[src/rtl/ext_port_responder.sv]
// ext_port_responder
// Stands in for the outside world on the processor's four 8-bit I/O ports.
// Each processor output access is captured once into a small show-ahead FIFO
// that a host drains. The input-port values the processor reads are held in
// registers that the host reloads through a load handshake.
module ext_port_responder #(
    parameter int          DEPTH   = 4,
    parameter logic [31:0] INIT_IN = 32'h3C03_0C04
) (
    input  logic                       clk,
    input  logic                       Reset,
    input  logic [7:0]                 OutExtWorld1,
    input  logic [7:0]                 OutExtWorld2,
    input  logic [7:0]                 OutExtWorld3,
    input  logic [7:0]                 OutExtWorld4,
    input  logic                       OUTportWrite,
    output logic [7:0]                 InpExtWorld1,
    output logic [7:0]                 InpExtWorld2,
    output logic [7:0]                 InpExtWorld3,
    output logic [7:0]                 InpExtWorld4,
    input  logic                       host_load_valid,
    input  logic [31:0]                host_load_data,
    output logic                       host_load_ready,
    output logic                       in_update,
    output logic                       cap_valid,
    output logic [31:0]                cap_data,
    input  logic                       cap_ready,
    output logic [$clog2(DEPTH):0]     cap_count,
    output logic                       overflow
);

    localparam int AW = $clog2(DEPTH);
    localparam int CW = AW + 1;

    logic              r_strobeQ;
    logic [31:0]       r_mem [DEPTH];
    logic [AW-1:0]     r_wrPtr;
    logic [AW-1:0]     r_rdPtr;
    logic [CW-1:0]     r_count;
    logic              r_overflow;
    logic [31:0]       r_inpWord;
    logic              r_inUpdate;

    logic              w_captureEvent;
    logic              w_empty;
    logic              w_full;
    logic              w_pop;
    logic              w_doPush;
    logic              w_loadAccept;
    logic [31:0]       w_pushData;

    // A full FIFO still accepts a push when the head is popped on the same
    // edge, since the pop frees the slot the push fills.
    assign w_captureEvent = OUTportWrite & ~r_strobeQ;
    assign w_empty        = (r_count == '0);
    assign w_full         = (r_count == CW'(DEPTH));
    assign w_pop          = ~w_empty & cap_ready;
    assign w_doPush       = w_captureEvent & (~w_full | w_pop);
    assign w_pushData     = {OutExtWorld4, OutExtWorld3, OutExtWorld2, OutExtWorld1};
    assign w_loadAccept   = host_load_valid & host_load_ready;

    assign host_load_ready = ~OUTportWrite & ~r_strobeQ;
    assign cap_valid       = ~w_empty;
    assign cap_count       = r_count;
    assign cap_data        = w_empty ? 32'h0 : r_mem[r_rdPtr];
    assign overflow        = r_overflow;
    assign in_update       = r_inUpdate;
    assign InpExtWorld1    = r_inpWord[7:0];
    assign InpExtWorld2    = r_inpWord[15:8];
    assign InpExtWorld3    = r_inpWord[23:16];
    assign InpExtWorld4    = r_inpWord[31:24];

    // Strobe history for edge detection; cleared so a strobe held through reset counts as new.
    always_ff @(posedge clk) begin
        if (Reset) begin
            r_strobeQ <= 1'b0;
        end else begin
            r_strobeQ <= OUTportWrite;
        end
    end

    // Capture FIFO storage, pointers, occupancy and the sticky drop flag.
    always_ff @(posedge clk) begin
        if (Reset) begin
            for (int i = 0; i < DEPTH; i++) begin
                r_mem[i] <= 32'h0;
            end
            r_wrPtr    <= '0;
            r_rdPtr    <= '0;
            r_count    <= '0;
            r_overflow <= 1'b0;
        end else begin
            if (w_doPush) begin
                r_mem[r_wrPtr] <= w_pushData;
                r_wrPtr        <= r_wrPtr + AW'(1);
            end
            if (w_pop) begin
                r_rdPtr <= r_rdPtr + AW'(1);
            end
            if (w_doPush && !w_pop) begin
                r_count <= r_count + CW'(1);
            end else if (w_pop && !w_doPush) begin
                r_count <= r_count - CW'(1);
            end
            if (w_captureEvent && !w_doPush) begin
                r_overflow <= 1'b1;
            end
        end
    end

    // Input-port registers reloaded by the host, with a one-cycle update pulse.
    always_ff @(posedge clk) begin
        if (Reset) begin
            r_inpWord  <= INIT_IN;
            r_inUpdate <= 1'b0;
        end else begin
            r_inUpdate <= w_loadAccept;
            if (w_loadAccept) begin
                r_inpWord <= host_load_data;
            end
        end
    end

endmodule

[config.mk]
export PLATFORM = sky130hd
export DESIGN_NAME = ext_port_responder
export DESIGN_NICKNAME = d
export VERILOG_FILES = /design/src/rtl/ext_port_responder.sv
export SDC_FILE = /design/constraint.sdc
export NUM_CORES = 1
export LEC_CHECK = 0
export ABC_AREA = 1
export CAP_MARGIN = 10
export CORE_UTILIZATION = 35
export CTS_CLUSTER_SIZE = 40
export DETAILED_ROUTE_END_ITERATION = 10
export SLEW_MARGIN = 20
export SYNTH_ARGS = -nofsm -noshare
export SYNTH_HDL_FRONTEND = slang
export SYNTH_SLANG_ARGS = --single-unit
[constraint.sdc]
create_clock -name clk -period 5.8 [get_ports clk]
set_input_delay 1.45 -clock clk [delete_from_list [all_inputs] [get_ports clk]]
set_output_delay 1.45 -clock clk [all_outputs]
set_load 0.02 [all_outputs]
# Word level (Yosys, flattened, before mapping)
# Memory sizes are Yosys's and may differ from the RTL's. A register that Yosys moved wholly into a read port is not among the register bits.
# Index checks and enable logic that the tools add are counted.
# W data, S select, Z words.
# totals
output_inout_bits,71
wordCells,44
memories,1
input_bits,69
register_bits,42
ramBits,128
# memory_table
name,words,width,read_ports,rd_ports_with_merged_regs,wr,line_no,rtl
r_mem,4,32,1,1,4,36,logic [31:0] r_mem [DEPTH];
# op_classes
add_sub_neg,4
bitwise,10
n_reduce_logical,8
eq_ne,1
n_mux,13
# ops
cell,count
$mux W32,2
$reduce_or A32 Y1,1
$mux W1,6
$mux W2,3
$mux W3,2
$and A1 B1 Y1,5
$add A2 B1 Y2 const B,2
$not A1 Y1,4
$add A3 B1 Y3 const B,1
$eq A3 B3 Y1 const B,1
$logic_and A1 B1 Y1,3
$logic_not A3 Y1,1
$sub A3 B1 Y3 const B,1
$logic_not A1 Y1,2
$reduce_bool A2 Y1,1
$or A1 B1 Y1,1

# Logic depth before layout (Yosys ltp)
# logic_depth
ltp_word,10
mapped_depth,13

# Least setup slack after synthesis
# No wires, ideal clock.
# synth_timing
path_type,input port to flip-flop
startpoint,input port Reset
endpoint,"memory r_mem[0][0], enable pin"
t_arrival_ns,4.186
n_path_buf,1
cell_stages,4
slack_ns,1.148
path_cell_list,buf_2 -> inv_2 -> nand4_2 -> o21ai_0
# synth_rtl
element,line_no,rtl
start: declaration,11,"input logic Reset,"
end: declaration,36,

# Worst setup path in the final report
# layout_timing
startpoint,register r_count[0] (netlist: cap_count[0])
endpoint,output port cap_data[9]
# layout_via
elab_chain_cells,2
# layout_lines
element,line_no,rtl
start: declaration,39,logic [CW-1:0] r_count;
start signal: assignment,101,r_count <= r_count + CW'(1);
start signal: assignment,103,r_count <= r_count - CW'(1);
$logic_not A3 Y1,55,assign w_empty = (r_count == '0);
$mux W32,65,assign cap_data = w_empty ? 32'h0 : r_mem[r_rdPtr];
end: declaration,26,"output logic [31:0] cap_data,"
# No other way between the ends.

==> impl_metrics.json <==
{
  "min_path_type": "flip-flop to flip-flop",
  "crit_end": "cap_data[9]",
  "ff2ff_path_depth": 5,
  "stdcell_count": 1212,
  "worst_slew_pin_slew_ps": 1008,
  "hold_violations": 0,
  "ff_latch_area_um2": 4727,
  "drc": 0,
  "cp-start-kind": "flip-flop",
  "ys_seq_area_share_pct": 61.78,
  "p_seq_share_pct": 38.4,
  "synth_area_um2": 7647,
  "start_util_pct": 36.04,
  "drive_gt1_share_pct": 10.46,
  "reg2reg_from": "r_wrPtr[1]$_SDFFE_PP0P_",
  "final_antenna_net_count": 0,
  "grt_antenna_before_repair": 0,
  "multi_input_area_um2": 2424,
  "cts_tree": "done",
  "clkPwrFrac_pct": 28.5,
  "fin_crit_sh_pct": 76.50,
  "fin_crit_ps": 4437,
  "leakage_nw": 3.638,
  "cts_setup_buffers": 0,
  "run_status": "completed",
  "cp_max_fo": 23,
  "cts-root-buf": "clkbuf_16",
  "via_per_inst": 4.704,
  "die_y_um": 149.8,
  "cts.path.max_buffers": 2,
  "diodes": 0,
  "finalSetupTns_ps": 0,
  "cap_violations": 0,
  "nNetsFinal": 995,
  "design.core.area_um2": 21220,
  "die_area_um2": 22440,
  "power_density_nw_per_um2": 389.9,
  "grt_usage_pct": 17.69,
  "port_buffers": 139,
  "cts_buffers": 17,
  "rrSetupSlack_ps": 3190,
  "ios": 140,
  "critPathKind": "flip-flop to output port",
  "power_switching_w": 0.001330,
  "avgSynthCellArea_um2": 9.535,
  "crit_required_ps": 4350,
  "wl_per_cell_um": 15.57,
  "htreeDepth": 4,
  "power.share.switching_pct": 34.62,
  "peakVddDrop_mv": 0.2389,
  "power.internal_w": 0.002513,
  "startpoint": "cap_count[0]$_SDFFE_PP0P_",
  "grt_pass1_wl_um": 29680,
  "grt_max_degree": 65,
  "syn-instance-count": 802,
  "combPwrFrac_pct": 33.0,
  "cts.sinks": 172,
  "synth_fp_nets": 873,
  "row_count": 53,
  "clk_pin_slew_ps": 60,
  "hold_buffers": 0,
  "rsz0062_at_grt": "no",
  "drtIter0Drc": 292,
  "cp-end-kind": "output port",
  "synth_seq_cells": 172,
  "clock_skew_ps": 9.909,
  "grt.overflow.total": 0,
  "fmax_mhz": 225.4,
  "gp_congestion": 0.7269,
  "hpwl_um": 11220,
  "die_w_um": 149.8,
  "fin_area_um2": 9858,
  "first_global_vias": 5594,
  "clock_latency_ps": 430,
  "nFillCells": 2046,
  "dr.pass1.iters": 5,
  "reg2reg_to": "r_mem[2][9]$_SDFFCE_PN0P_",
  "via_count": 5701,
  "async_reset_ff_share_pct": 0,
  "routed_wl_um": 18870,
  "synth_flop_cell": "edfxtp_1",
  "synthDistinctLibCells": 25,
  "placedCellCount": 1180,
  "synth_edf_count": 128,
  "placed_cell_area_um2": 9293,
  "setup_viol": 0,
  "arrival_ps": 2990,
  "area_growth_syn_to_layout_pct": 28.91,
  "cts_resized": 0,
  "synth_warnings": 0,
  "slew_violations": 0,
  "slew_headroom_pct": 32.76
}
[layout by cell type, fill, tap and decap left out, types with 3 or more instances in the layout]
cell type,instances
a21oi_1,37
buf_4,14
clkbuf_16,17
clkdlybuf4s50_1,139
clkinv_4,3
dfxtp_1,42
edfxtp_1,128
inv_1,68
inv_2,13
inv_6,6
nand2_1,31
nand3_1,14
nor2_1,254
nor2_4,30
nor3_1,32
o21ai_0,88
o21ai_4,4
[registers in the layout, indices dropped and copies added (netlist names), named ones only]
register / flops
r_mem: 128
r_inpWord: 32
cap_count: 3
r_rdPtr: 2
r_wrPtr: 2
in_update: 1
overflow: 1
r_strobeQ: 1
[cell families (layout without fill, tap and decap cells)]
family	after synthesis	count (layout)	synth area share (%)
and+or+nand+nor	366	366	22.02
adders and majority gates	2	2	0.4254
AOI/OAI and AO/OA	130	130	8.508
buffers and inverters	131	266	7.150
DFF	172	172	61.78
xor gates and xnor gates	1	1	0.1145
[cell usage after synthesis, types with 3 or more instances]
master,instances,area [um^2]
a21oi_1,37,185.2
buf_1,3,11.26
buf_2,17,85.08
buf_4,3,22.52
buf_6,3,33.78
clkbuf_1,24,90.09
dfxtp_1,44,880.8
edfxtp_1,128,3844
inv_1,68,255.2
inv_2,12,45.04
nand2_1,32,120.1
nand3_1,14,70.07
nor2_1,254,953.4
nor2_4,30,337.8
nor3_1,32,160.2
o21ai_0,92,460.4
[stage by stage]
| stage | worst slack, ps | hold WS (ps) | total power [W] | utilization, % |
|---|---|---|---|---|
| 6_report | 1363 | 452.6 | 0.003843 | 46.46 |
| 2_1_floorplan | 1148 | 466.9 | 0.002233 | - |
| 3_5_place_dp | 1575 | 445.5 | 0.002789 | 43.79 |
| 3_3_place_gp | 1653 | 437.0 | 0.002777 | 43.79 |
| 5_1_grt | 1125 | 485.7 | 0.004051 | 46.46 |
| 4_1_cts | 1298 | 458.7 | 0.003885 | 46.44 |
[worst max-delay path, stage by stage (launching register included)]
cell	delay [ps]
dfxtp_1	360
nor2_1	240
nand2_1	180
inv_1	770
buf_4	340
a21oi_1	100
clkdlybuf4s50_1	560
[worst min-delay path by stage]
stage	startpoint	to	slack, ps	cells past startpoint
floorplan	r_rdPtr[1]$_SDFFE_PP0P_	flip-flop	470	2
global placement	overflow$_SDFFE_PP0P_	overflow$_SDFFE_PP0P_	440	2
detailed placement	overflow$_SDFFE_PP0P_	overflow$_SDFFE_PP0P_	450	2
CTS	overflow$_SDFFE_PP0P_	overflow$_SDFFE_PP0P_	460	2
global route	r_inpWord[16]$_SDFFE_PP1P_	r_inpWord[16]$_SDFFE_PP1P_	490	2
finish	overflow$_SDFFE_PP0P_	overflow$_SDFFE_PP0P_	450	2
[cell type report]
type / count / area share [%]
inverter: 81 / 3.084
multi-input combinational: 499 / 24.58
clock buffer: 17 / 4.315
sequential: 172 / 47.95
timing repair buffer: 153 / 15.18
clock inverter: 15 / 1.396
tap: 275 / 3.490
[power by group through the flow]
| stage | Clock, W | Combinational [W] | Sequential [W] |
|---|---|---|---|
| 2_1_floorplan | 0 | 0.000710 | 0.00152 |
| 6_report | 0.00110 | 0.00127 | 0.00148 |
| 5_1_grt | 0.00116 | 0.00140 | 0.00149 |
| 4_1_cts | 0.00112 | 0.00129 | 0.00148 |
| 3_5_place_dp | 0 | 0.00128 | 0.00150 |
| 3_3_place_gp | 0 | 0.00128 | 0.00150 |
[routing by layer]
| layer | up-vias | GRT usage [%] | part of all wire (%) | routed length, um |
|---|---|---|---|---|
| met5 | - | 0 | 0 | 0 |
| met4 | 0 | 5.606 | 1.4 | 263 |
| met3 | 21 | 5.335 | 7.8 | 1479 |
| met2 | 165 | 28.84 | 49 | 9172 |
| met1 | 2656 | 22.39 | 42 | 7956 |
| li1 | 2859 | - | - | - |
No activity file was read; power rests on OpenSTA's default activity.
